File: config.mk
export PLATFORM = sky130hd
export DESIGN_NAME = vram_port_arbiter_flat
export DESIGN_NICKNAME = d
export VERILOG_FILES = /design/src/rtl/vram_port_arbiter_if.sv /design/src/rtl/vram_port_arbiter.sv /design/src/flat_wrapper.sv
export SDC_FILE = /design/constraint.sdc
export NUM_CORES = 1
export LEC_CHECK = 0
export CORE_MARGIN = 2
export CORE_UTILIZATION = 35
export DETAILED_ROUTE_END_ITERATION = 6
export GPL_TIMING_DRIVEN = 0
export PLACE_DENSITY = 0.68
export SLEW_MARGIN = 20
export SYNTH_ARGS = -nofsm -noshare
export SYNTH_HDL_FRONTEND = slang
export SYNTH_SLANG_ARGS = --single-unit
File: constraint.sdc
create_clock -name clk -period 10.12 [get_ports clk]
set_clock_uncertainty 0.1 [all_clocks]
set_input_delay 1.518 -clock clk [delete_from_list [all_inputs] [get_ports clk]]
set_output_delay 1.518 -clock clk [all_outputs]
set_load 0.01 [all_outputs]
File: src/rtl/vram_port_arbiter_if.sv
// rtl/vram_port_arbiter_if.sv - display, client and memory signal bundle for vram_port_arbiter
interface vram_port_arbiter_if #(
    parameter int ADDR_W = 17,
    parameter int DATA_W = 12
);
    logic              disp_req;
    logic [ADDR_W-1:0] disp_addr;
    logic [DATA_W-1:0] disp_data;
    logic              disp_dvalid;

    logic              cl_valid;
    logic              cl_ready;
    logic              cl_we;
    logic [ADDR_W-1:0] cl_addr;
    logic [DATA_W-1:0] cl_wdata;
    logic [DATA_W-1:0] cl_rdata;
    logic              cl_rvalid;
    logic [15:0]       cl_wait_max;

    logic              mem_en;
    logic              mem_we;
    logic [ADDR_W-1:0] mem_addr;
    logic [DATA_W-1:0] mem_din;
    logic [DATA_W-1:0] mem_dout;

    modport slave (
        input  disp_req, disp_addr, cl_valid, cl_we, cl_addr, cl_wdata, mem_dout,
        output disp_data, disp_dvalid, cl_ready, cl_rdata, cl_rvalid, cl_wait_max,
        output mem_en, mem_we, mem_addr, mem_din
    );

    modport master (
        output disp_req, disp_addr, cl_valid, cl_we, cl_addr, cl_wdata, mem_dout,
        input  disp_data, disp_dvalid, cl_ready, cl_rdata, cl_rvalid, cl_wait_max,
        input  mem_en, mem_we, mem_addr, mem_din
    );
endinterface

File: src/rtl/vram_port_arbiter.sv
// rtl/vram_port_arbiter.sv - shares one image memory port: display reads first, posted client writes, then client reads
module vram_port_arbiter #(
    parameter int ADDR_W      = 17,
    parameter int DATA_W      = 12,
    parameter int RD_LAT      = 1,
    parameter int WFIFO_DEPTH = 4
) (
    input logic                clk,
    input logic                rst,
    vram_port_arbiter_if.slave bus
);
    localparam int IDX_W = $clog2(WFIFO_DEPTH);
    localparam int PTR_W = IDX_W + 1;

    typedef enum logic [1:0] {
        GNT_IDLE,
        GNT_DISP,
        GNT_WRITE,
        GNT_CLREAD
    } grant_e;

    logic [ADDR_W-1:0] wf_addr_q [WFIFO_DEPTH];
    logic [DATA_W-1:0] wf_data_q [WFIFO_DEPTH];
    logic [PTR_W-1:0]  wr_ptr_q, wr_ptr_d;
    logic [PTR_W-1:0]  rd_ptr_q, rd_ptr_d;
    logic              wf_empty, wf_full;
    logic              push, pop;
    logic [ADDR_W-1:0] head_addr;
    logic [DATA_W-1:0] head_data;
    logic              cl_ready;
    grant_e            grant;

    logic              mem_en_q, mem_en_d;
    logic              mem_we_q, mem_we_d;
    logic [ADDR_W-1:0] mem_addr_q, mem_addr_d;
    logic [DATA_W-1:0] mem_din_q, mem_din_d;

    // One entry per cycle of read latency plus the issue register stage.
    logic [RD_LAT:0]   tag_vld_q, tag_vld_d;
    logic [RD_LAT:0]   tag_cl_q, tag_cl_d;
    logic              disp_hit, cl_hit;

    logic [15:0]       wait_cnt_q, wait_cnt_d;
    logic [15:0]       wait_max_q, wait_max_d;

    assign wf_empty  = (wr_ptr_q == rd_ptr_q);
    assign wf_full   = (wr_ptr_q[IDX_W] != rd_ptr_q[IDX_W]) &&
                       (wr_ptr_q[IDX_W-1:0] == rd_ptr_q[IDX_W-1:0]);
    assign head_addr = wf_addr_q[rd_ptr_q[IDX_W-1:0]];
    assign head_data = wf_data_q[rd_ptr_q[IDX_W-1:0]];

    // Reads wait for an empty FIFO so they always observe earlier posted writes.
    assign cl_ready = bus.cl_we ? !wf_full : (!bus.disp_req && wf_empty);
    assign push     = bus.cl_valid && bus.cl_we && !wf_full;
    assign pop      = (grant == GNT_WRITE);

    always_comb begin
        grant = GNT_IDLE;
        if (bus.disp_req) begin
            grant = GNT_DISP;
        end else if (!wf_empty) begin
            grant = GNT_WRITE;
        end else if (bus.cl_valid && !bus.cl_we) begin
            grant = GNT_CLREAD;
        end
    end

    always_comb begin
        mem_en_d   = (grant != GNT_IDLE);
        mem_we_d   = (grant == GNT_WRITE);
        mem_addr_d = mem_addr_q;
        mem_din_d  = mem_din_q;
        tag_vld_d  = {tag_vld_q[RD_LAT-1:0], 1'b0};
        tag_cl_d   = {tag_cl_q[RD_LAT-1:0], 1'b0};
        case (grant)
            GNT_DISP: begin
                mem_addr_d   = bus.disp_addr;
                tag_vld_d[0] = 1'b1;
            end
            GNT_WRITE: begin
                mem_addr_d = head_addr;
                mem_din_d  = head_data;
            end
            GNT_CLREAD: begin
                mem_addr_d   = bus.cl_addr;
                tag_vld_d[0] = 1'b1;
                tag_cl_d[0]  = 1'b1;
            end
            default: begin
            end
        endcase

        wr_ptr_d = wr_ptr_q + PTR_W'(push);
        rd_ptr_d = rd_ptr_q + PTR_W'(pop);

        wait_cnt_d = wait_cnt_q;
        if (bus.cl_valid && cl_ready) begin
            wait_cnt_d = '0;
        end else if (bus.cl_valid && (wait_cnt_q != 16'hFFFF)) begin
            wait_cnt_d = wait_cnt_q + 16'd1;
        end
        wait_max_d = (wait_cnt_q > wait_max_q) ? wait_cnt_q : wait_max_q;
    end

    always_ff @(posedge clk) begin
        if (rst) begin
            mem_en_q   <= 1'b0;
            mem_we_q   <= 1'b0;
            mem_addr_q <= '0;
            mem_din_q  <= '0;
            tag_vld_q  <= '0;
            tag_cl_q   <= '0;
            wr_ptr_q   <= '0;
            rd_ptr_q   <= '0;
            wait_cnt_q <= '0;
            wait_max_q <= '0;
        end else begin
            mem_en_q   <= mem_en_d;
            mem_we_q   <= mem_we_d;
            mem_addr_q <= mem_addr_d;
            mem_din_q  <= mem_din_d;
            tag_vld_q  <= tag_vld_d;
            tag_cl_q   <= tag_cl_d;
            wr_ptr_q   <= wr_ptr_d;
            rd_ptr_q   <= rd_ptr_d;
            wait_cnt_q <= wait_cnt_d;
            wait_max_q <= wait_max_d;
        end
    end

    // Entry storage needs no reset: the pointers define what is valid.
    always_ff @(posedge clk) begin
        if (push) begin
            wf_addr_q[wr_ptr_q[IDX_W-1:0]] <= bus.cl_addr;
            wf_data_q[wr_ptr_q[IDX_W-1:0]] <= bus.cl_wdata;
        end
    end

    assign disp_hit = tag_vld_q[RD_LAT] && !tag_cl_q[RD_LAT];
    assign cl_hit   = tag_vld_q[RD_LAT] && tag_cl_q[RD_LAT];

    assign bus.disp_dvalid = disp_hit;
    assign bus.disp_data   = disp_hit ? bus.mem_dout : '0;
    assign bus.cl_rvalid   = cl_hit;
    assign bus.cl_rdata    = cl_hit ? bus.mem_dout : '0;
    assign bus.cl_ready    = cl_ready;
    assign bus.cl_wait_max = wait_max_q;
    assign bus.mem_en      = mem_en_q;
    assign bus.mem_we      = mem_we_q;
    assign bus.mem_addr    = mem_addr_q;
    assign bus.mem_din     = mem_din_q;
endmodule

File: src/flat_wrapper.sv
// flat-port wrapper written by rule: the top's interface ports become plain ports
module vram_port_arbiter_flat 
#(
    parameter int ADDR_W      = 17,
    parameter int DATA_W      = 12,
    parameter int RD_LAT      = 1,
    parameter int WFIFO_DEPTH = 4
)
  (clk, rst, bus_disp_req, bus_disp_addr, bus_cl_valid, bus_cl_we, bus_cl_addr, bus_cl_wdata, bus_mem_dout, bus_disp_data, bus_disp_dvalid, bus_cl_ready, bus_cl_rdata, bus_cl_rvalid, bus_cl_wait_max, bus_mem_en, bus_mem_we, bus_mem_addr, bus_mem_din);
  vram_port_arbiter_if #(.ADDR_W(ADDR_W), .DATA_W(DATA_W)) bus_i ();
  input logic clk;
  input logic rst;
  input wire logic [$bits(bus_i.disp_req)-1:0] bus_disp_req;
  input wire logic [$bits(bus_i.disp_addr)-1:0] bus_disp_addr;
  input wire logic [$bits(bus_i.cl_valid)-1:0] bus_cl_valid;
  input wire logic [$bits(bus_i.cl_we)-1:0] bus_cl_we;
  input wire logic [$bits(bus_i.cl_addr)-1:0] bus_cl_addr;
  input wire logic [$bits(bus_i.cl_wdata)-1:0] bus_cl_wdata;
  input wire logic [$bits(bus_i.mem_dout)-1:0] bus_mem_dout;
  output wire logic [$bits(bus_i.disp_data)-1:0] bus_disp_data;
  output wire logic [$bits(bus_i.disp_dvalid)-1:0] bus_disp_dvalid;
  output wire logic [$bits(bus_i.cl_ready)-1:0] bus_cl_ready;
  output wire logic [$bits(bus_i.cl_rdata)-1:0] bus_cl_rdata;
  output wire logic [$bits(bus_i.cl_rvalid)-1:0] bus_cl_rvalid;
  output wire logic [$bits(bus_i.cl_wait_max)-1:0] bus_cl_wait_max;
  output wire logic [$bits(bus_i.mem_en)-1:0] bus_mem_en;
  output wire logic [$bits(bus_i.mem_we)-1:0] bus_mem_we;
  output wire logic [$bits(bus_i.mem_addr)-1:0] bus_mem_addr;
  output wire logic [$bits(bus_i.mem_din)-1:0] bus_mem_din;
  assign bus_i.disp_req = bus_disp_req;
  assign bus_i.disp_addr = bus_disp_addr;
  assign bus_i.cl_valid = bus_cl_valid;
  assign bus_i.cl_we = bus_cl_we;
  assign bus_i.cl_addr = bus_cl_addr;
  assign bus_i.cl_wdata = bus_cl_wdata;
  assign bus_i.mem_dout = bus_mem_dout;
  assign bus_disp_data = bus_i.disp_data;
  assign bus_disp_dvalid = bus_i.disp_dvalid;
  assign bus_cl_ready = bus_i.cl_ready;
  assign bus_cl_rdata = bus_i.cl_rdata;
  assign bus_cl_rvalid = bus_i.cl_rvalid;
  assign bus_cl_wait_max = bus_i.cl_wait_max;
  assign bus_mem_en = bus_i.mem_en;
  assign bus_mem_we = bus_i.mem_we;
  assign bus_mem_addr = bus_i.mem_addr;
  assign bus_mem_din = bus_i.mem_din;
  vram_port_arbiter #(.ADDR_W(ADDR_W), .DATA_W(DATA_W), .RD_LAT(RD_LAT), .WFIFO_DEPTH(WFIFO_DEPTH)) u_core (.clk(clk), .rst(rst), .bus(bus_i));
endmodule
==> impl_results.md, run 1 <==
* Syn avg cell area at 13.2 µm²
* Syn-to-layout area delta at 29.9%
* Routed via count at roughly 5400
* Initial antenna violation count at 0
* Fin. Hold Viols at 0
* Sw Pwr at approximately 0.48 mW
* Pin count of the biggest net entering global routing at 23
* Sw Ratio at 0.267
* Fin crit share at 0.478
* F_max at 207 MHz
* Vias per cell at about 5
* Die footprint at 24100 µm²
* Hold EP: u_core.bus.mem_din[10]$_SDFFE_PP0N_
* Sequential Power Share at 0.480
* Row count at 55
* Status: completed
* Wire length per cell at between 15 and 20 µm
* Post-Syn Area at 8010 µm²
* Delay-heaviest family, CP: buffers and inverters
* Syn. warnings at 0
* Fillers at between 2000 and 2500
* Crit path arrival time at roughly 3.2 ns
* Clk pwr share at 0.365
* CTS tree: yes
* Prevailing post-synth register cell: edfxtp_1
* Register area at 4940 µm²
* Hold path start: u_core.bus.mem_din[10]$_SDFFE_PP0N_
* Initial Util at 0.355
* Reg2Reg Depth at 6
* First-pass GRT wire length at 29200 µm
* WP data required at between 8 and 9 ns
* Net count, final at 850
* Layout cell share with drive strength beyond 1 at 0.132
* Crit-path slowest cell: clkdlybuf4s50_1
* Worst R2R End: u_core.wf_data_q[0][2]$_DFFE_PP_
* Drt pass-1 iters at 4
* Sequential area share after synthesis at 0.617
* RSZ-0062 raised after global routing: false
* Initial DRC Count at between 300 and 400
* Post-synth ARST share at 0
* WL final at roughly 19000 µm
* Post-CTS setup buffers at 0
* Setup TNS at 0 ns
* Final core occ at 0.461
* Worst-Margin Slew at between 0.6 and 0.7 ns
* Final slew viol count at 0
* Crit Path Max Fanout at 3
* Syn_nets at between 600 and 700
* Die height at ~160 µm
* Pint at about 1.3 mW
* Worst vdd ir at around 94 µV
* GPL Wtd Cong at around 0.77
* CP bufs+invs at 3
* Dpl hpwl at 13000 µm
* Leakage power at about 3.7 nW
* Synthesized instance count at ~600
* Hold Crit Class: flip-flop to flip-flop
* CTS sink cnt at 189
* CTS Hold Bufs at 0
* Reg2reg start: u_core.wr_ptr_q[1]$_SDFF_PP0_
* Relative slew slack at 0.541
* Gr usage total at 0.158
* Worst Setup Start Kind: primary input
* CP endpoint kind: output pin
* Logic pwr share at 0.155
* Ports at between 100 and 150
* Worst stage delay on the critical path at 0.63 ns
* Port bufs at roughly 130
* Maximum buffer depth of the clock tree at 2
* Post-synth EDFFs at ~120
* Pwr Density at between 150 and 200 nW/µm²
* R2r setup slk at 7.61 ns
* # H-tree levels at 4
* #FFs+latches synth at approximately 190
* Clk root buf: clkbuf_16
* Critical Path, Cell by Cell: clkdlybuf4s50_1, inv_1, a31oi_1, a31oi_1, clkdlybuf4s50_1
* Post-route antenna net violation count at 0
* Area occupied by multi-input gates at approximately 2700 µm²
* Max_cap viols at 0
* Worst-Skew Late Latency at between 0.4 and 0.5 ns
* Worst hold stages at 2
* CP Class: primary input to output pin
* Vias in the first global route at roughly 5500
* # DRC at 0
* Final min period at 4.83 ns
* Antenna Cells at 0
* Clk slew on worst S/H paths at 0.07 ns
* Core Area at roughly 23000 µm²
* Synth cell types at approximately 50
* CTS Buf Count at 17
* DIE WIDTH at between 150 and 200 µm
* CTS-repair resized insts at 0
* Global route overflow at 0
* Final setup fails at 0
-- worst min-delay path, cell delays in order, from the launching register on --
cell	delay, ns
dfxtp_1	0.31
nand2_1	0.05
a21oi_1	0.05
-- layout make-up --
cell class                      instances  area share
Sequential cell                       189       0.475
Multi-Input combinational cell        346       0.263
Timing Repair Buffer                  141       0.139
Clock buffer                           18      0.0412
Tap cell                              285      0.0343
Buffer                                 34      0.0199
Clock inverter                         14      0.0138
Inverter                               38      0.0137
-- metrics by stage --
| stage | instances | hold slack [ns] | power (mW) | worst slack [ns] | area, µm² |
|---|---|---|---|---|---|
| finish | 1065 | 0.359 | 1.79 | 5.29 | 10400 |
| global route | 1065 | 0.381 | 1.86 | 5.25 | 10400 |
| CTS | 1065 | 0.359 | 1.81 | 5.30 | 10400 |
| detailed placement | 1033 | 0.349 | 1.16 | 5.31 | 9840 |
| global placement | 1026 | 0.347 | 1.15 | 3.38 | 9710 |
| floorplan | 607 | 0.314 | 1.04 | 5.34 | 8010 |
-- logic make-up (layout without fill, tap and decap cells) --
kind of cell,after synthesis,count (layout),synth area share
mux,31,31,0.0840
compound gates,94,94,0.0882
flops,189,189,0.617
xor+xnor,16,16,0.0184
simple gates,185,185,0.117
fa+ha+maj,20,20,0.0312
buf+inv,72,245,0.0437
-- cell usage after synthesis (2+ instances only) --
cell,number,area share
nand3_1,9,0.0056
buf_6,8,0.011
or3_1,4,0.0031
and4_1,4,0.0044
buf_4,3,0.0028
nand4_1,5,0.0039
xor2_1,9,0.0098
mux4_2,29,0.081
dfxtp_1,73,0.18
nor3_1,2,0.0012
inv_1,38,0.018
clkbuf_1,14,0.0066
buf_2,7,0.0044
edfxtp_1,116,0.43
buf_1,2,0.00094
nand2_1,69,0.032
a22o_1,15,0.016
o21ai_0,6,0.0037
nor2_1,42,0.020
o311ai_1,17,0.019
xnor2_1,6,0.0066
a21oi_1,24,0.015
nand4_2,2,0.0031
and2_1,16,0.012
nor2b_1,7,0.0055
mux2i_1,2,0.0025
a211oi_1,17,0.016
and3_1,17,0.013
a31oi_1,3,0.0023
ha_1,20,0.031
-- sequential cells by signal (all words and copies together) (netlist names) --
name / flops
u_core.bus.cl_wait_max: 16
u_core.bus.mem_din: 12
u_core.tag_vld_q: 2
u_core.wr_ptr_q: 3
u_core.tag_cl_q: 2
u_core.bus.mem_addr: 17
u_core.wf_data_q: 48
u_core.wf_addr_q: 68
u_core.bus.mem_we: 1
u_core.rd_ptr_q: 3
u_core.wait_cnt_q: 16
u_core.bus.mem_en: 1
-- placed cells by master, fill, tap and decap left out, types with 10 or more instances in the layout --
cell / n
a211oi_1: 17
a21oi_1: 24
a22o_1: 15
and2_1: 16
and3_1: 16
buf_6: 10
clkbuf_1: 15
clkbuf_16: 17
clkdlybuf4s50_1: 134
dfxtp_1: 73
edfxtp_1: 116
ha_1: 20
inv_1: 38
mux4_2: 29
nand2_1: 69
nor2_1: 40
o311ai_1: 17
-- routing by layer --
layer / up-vias / track usage / share of wire
li1: 2568 / - / -
met1: 2661 / 0.198 / 0.43
met2: 170 / 0.270 / 0.49
met3: 18 / 0.0404 / 0.063
met4: 0 / 0.0476 / 0.013
met5: - / 0 / 0
-- worst max path at each step --
stage | depth (start not counted) | startpoint | endpoint | slack, ns
2_1_floorplan | 4 | bus_cl_valid | u_core.wf_addr_q[0][0]$_DFFE_PP_ | 5.34
3_3_place_gp | 4 | bus_cl_we | u_core.wf_data_q[0][9]$_DFFE_PP_ | 3.38
3_5_place_dp | 5 | bus_disp_req | bus_cl_ready | 5.31
4_1_cts | 5 | bus_disp_req | bus_cl_ready | 5.30
5_1_grt | 5 | bus_disp_req | bus_cl_ready | 5.25
6_report | 5 | bus_disp_req | bus_cl_ready | 5.29
-- power groups by stage --
stage / logic [mW] / clock network, mW / registers (mW)
after global routing: 0.301 / 0.696 / 0.861
after floorplan: 0.156 / 0 / 0.881
after detailed placement: 0.281 / 0 / 0.876
final: 0.278 / 0.653 / 0.858
after CTS: 0.282 / 0.665 / 0.859
after global placement: 0.273 / 0 / 0.876
(Power assumes the default switching activity.)
==> run 2: changes to the inputs <==
clock period = 4.6 ns   (was 10.12 ns; I/O delays follow)
==> results of run 2 <==
The final DEF is identical to that of run 1. Status: completed.
Main changes from that run: setup slack after placement 5.31 ns -> 1.44 ns; setup slack after layout 5.29 ns -> 1.42 ns; register-to-register setup slack 7.61 ns -> 2.09 ns; total power 1.79 mW -> 3.94 mW; worst IR drop on VDD 94.0 µV -> 207 µV
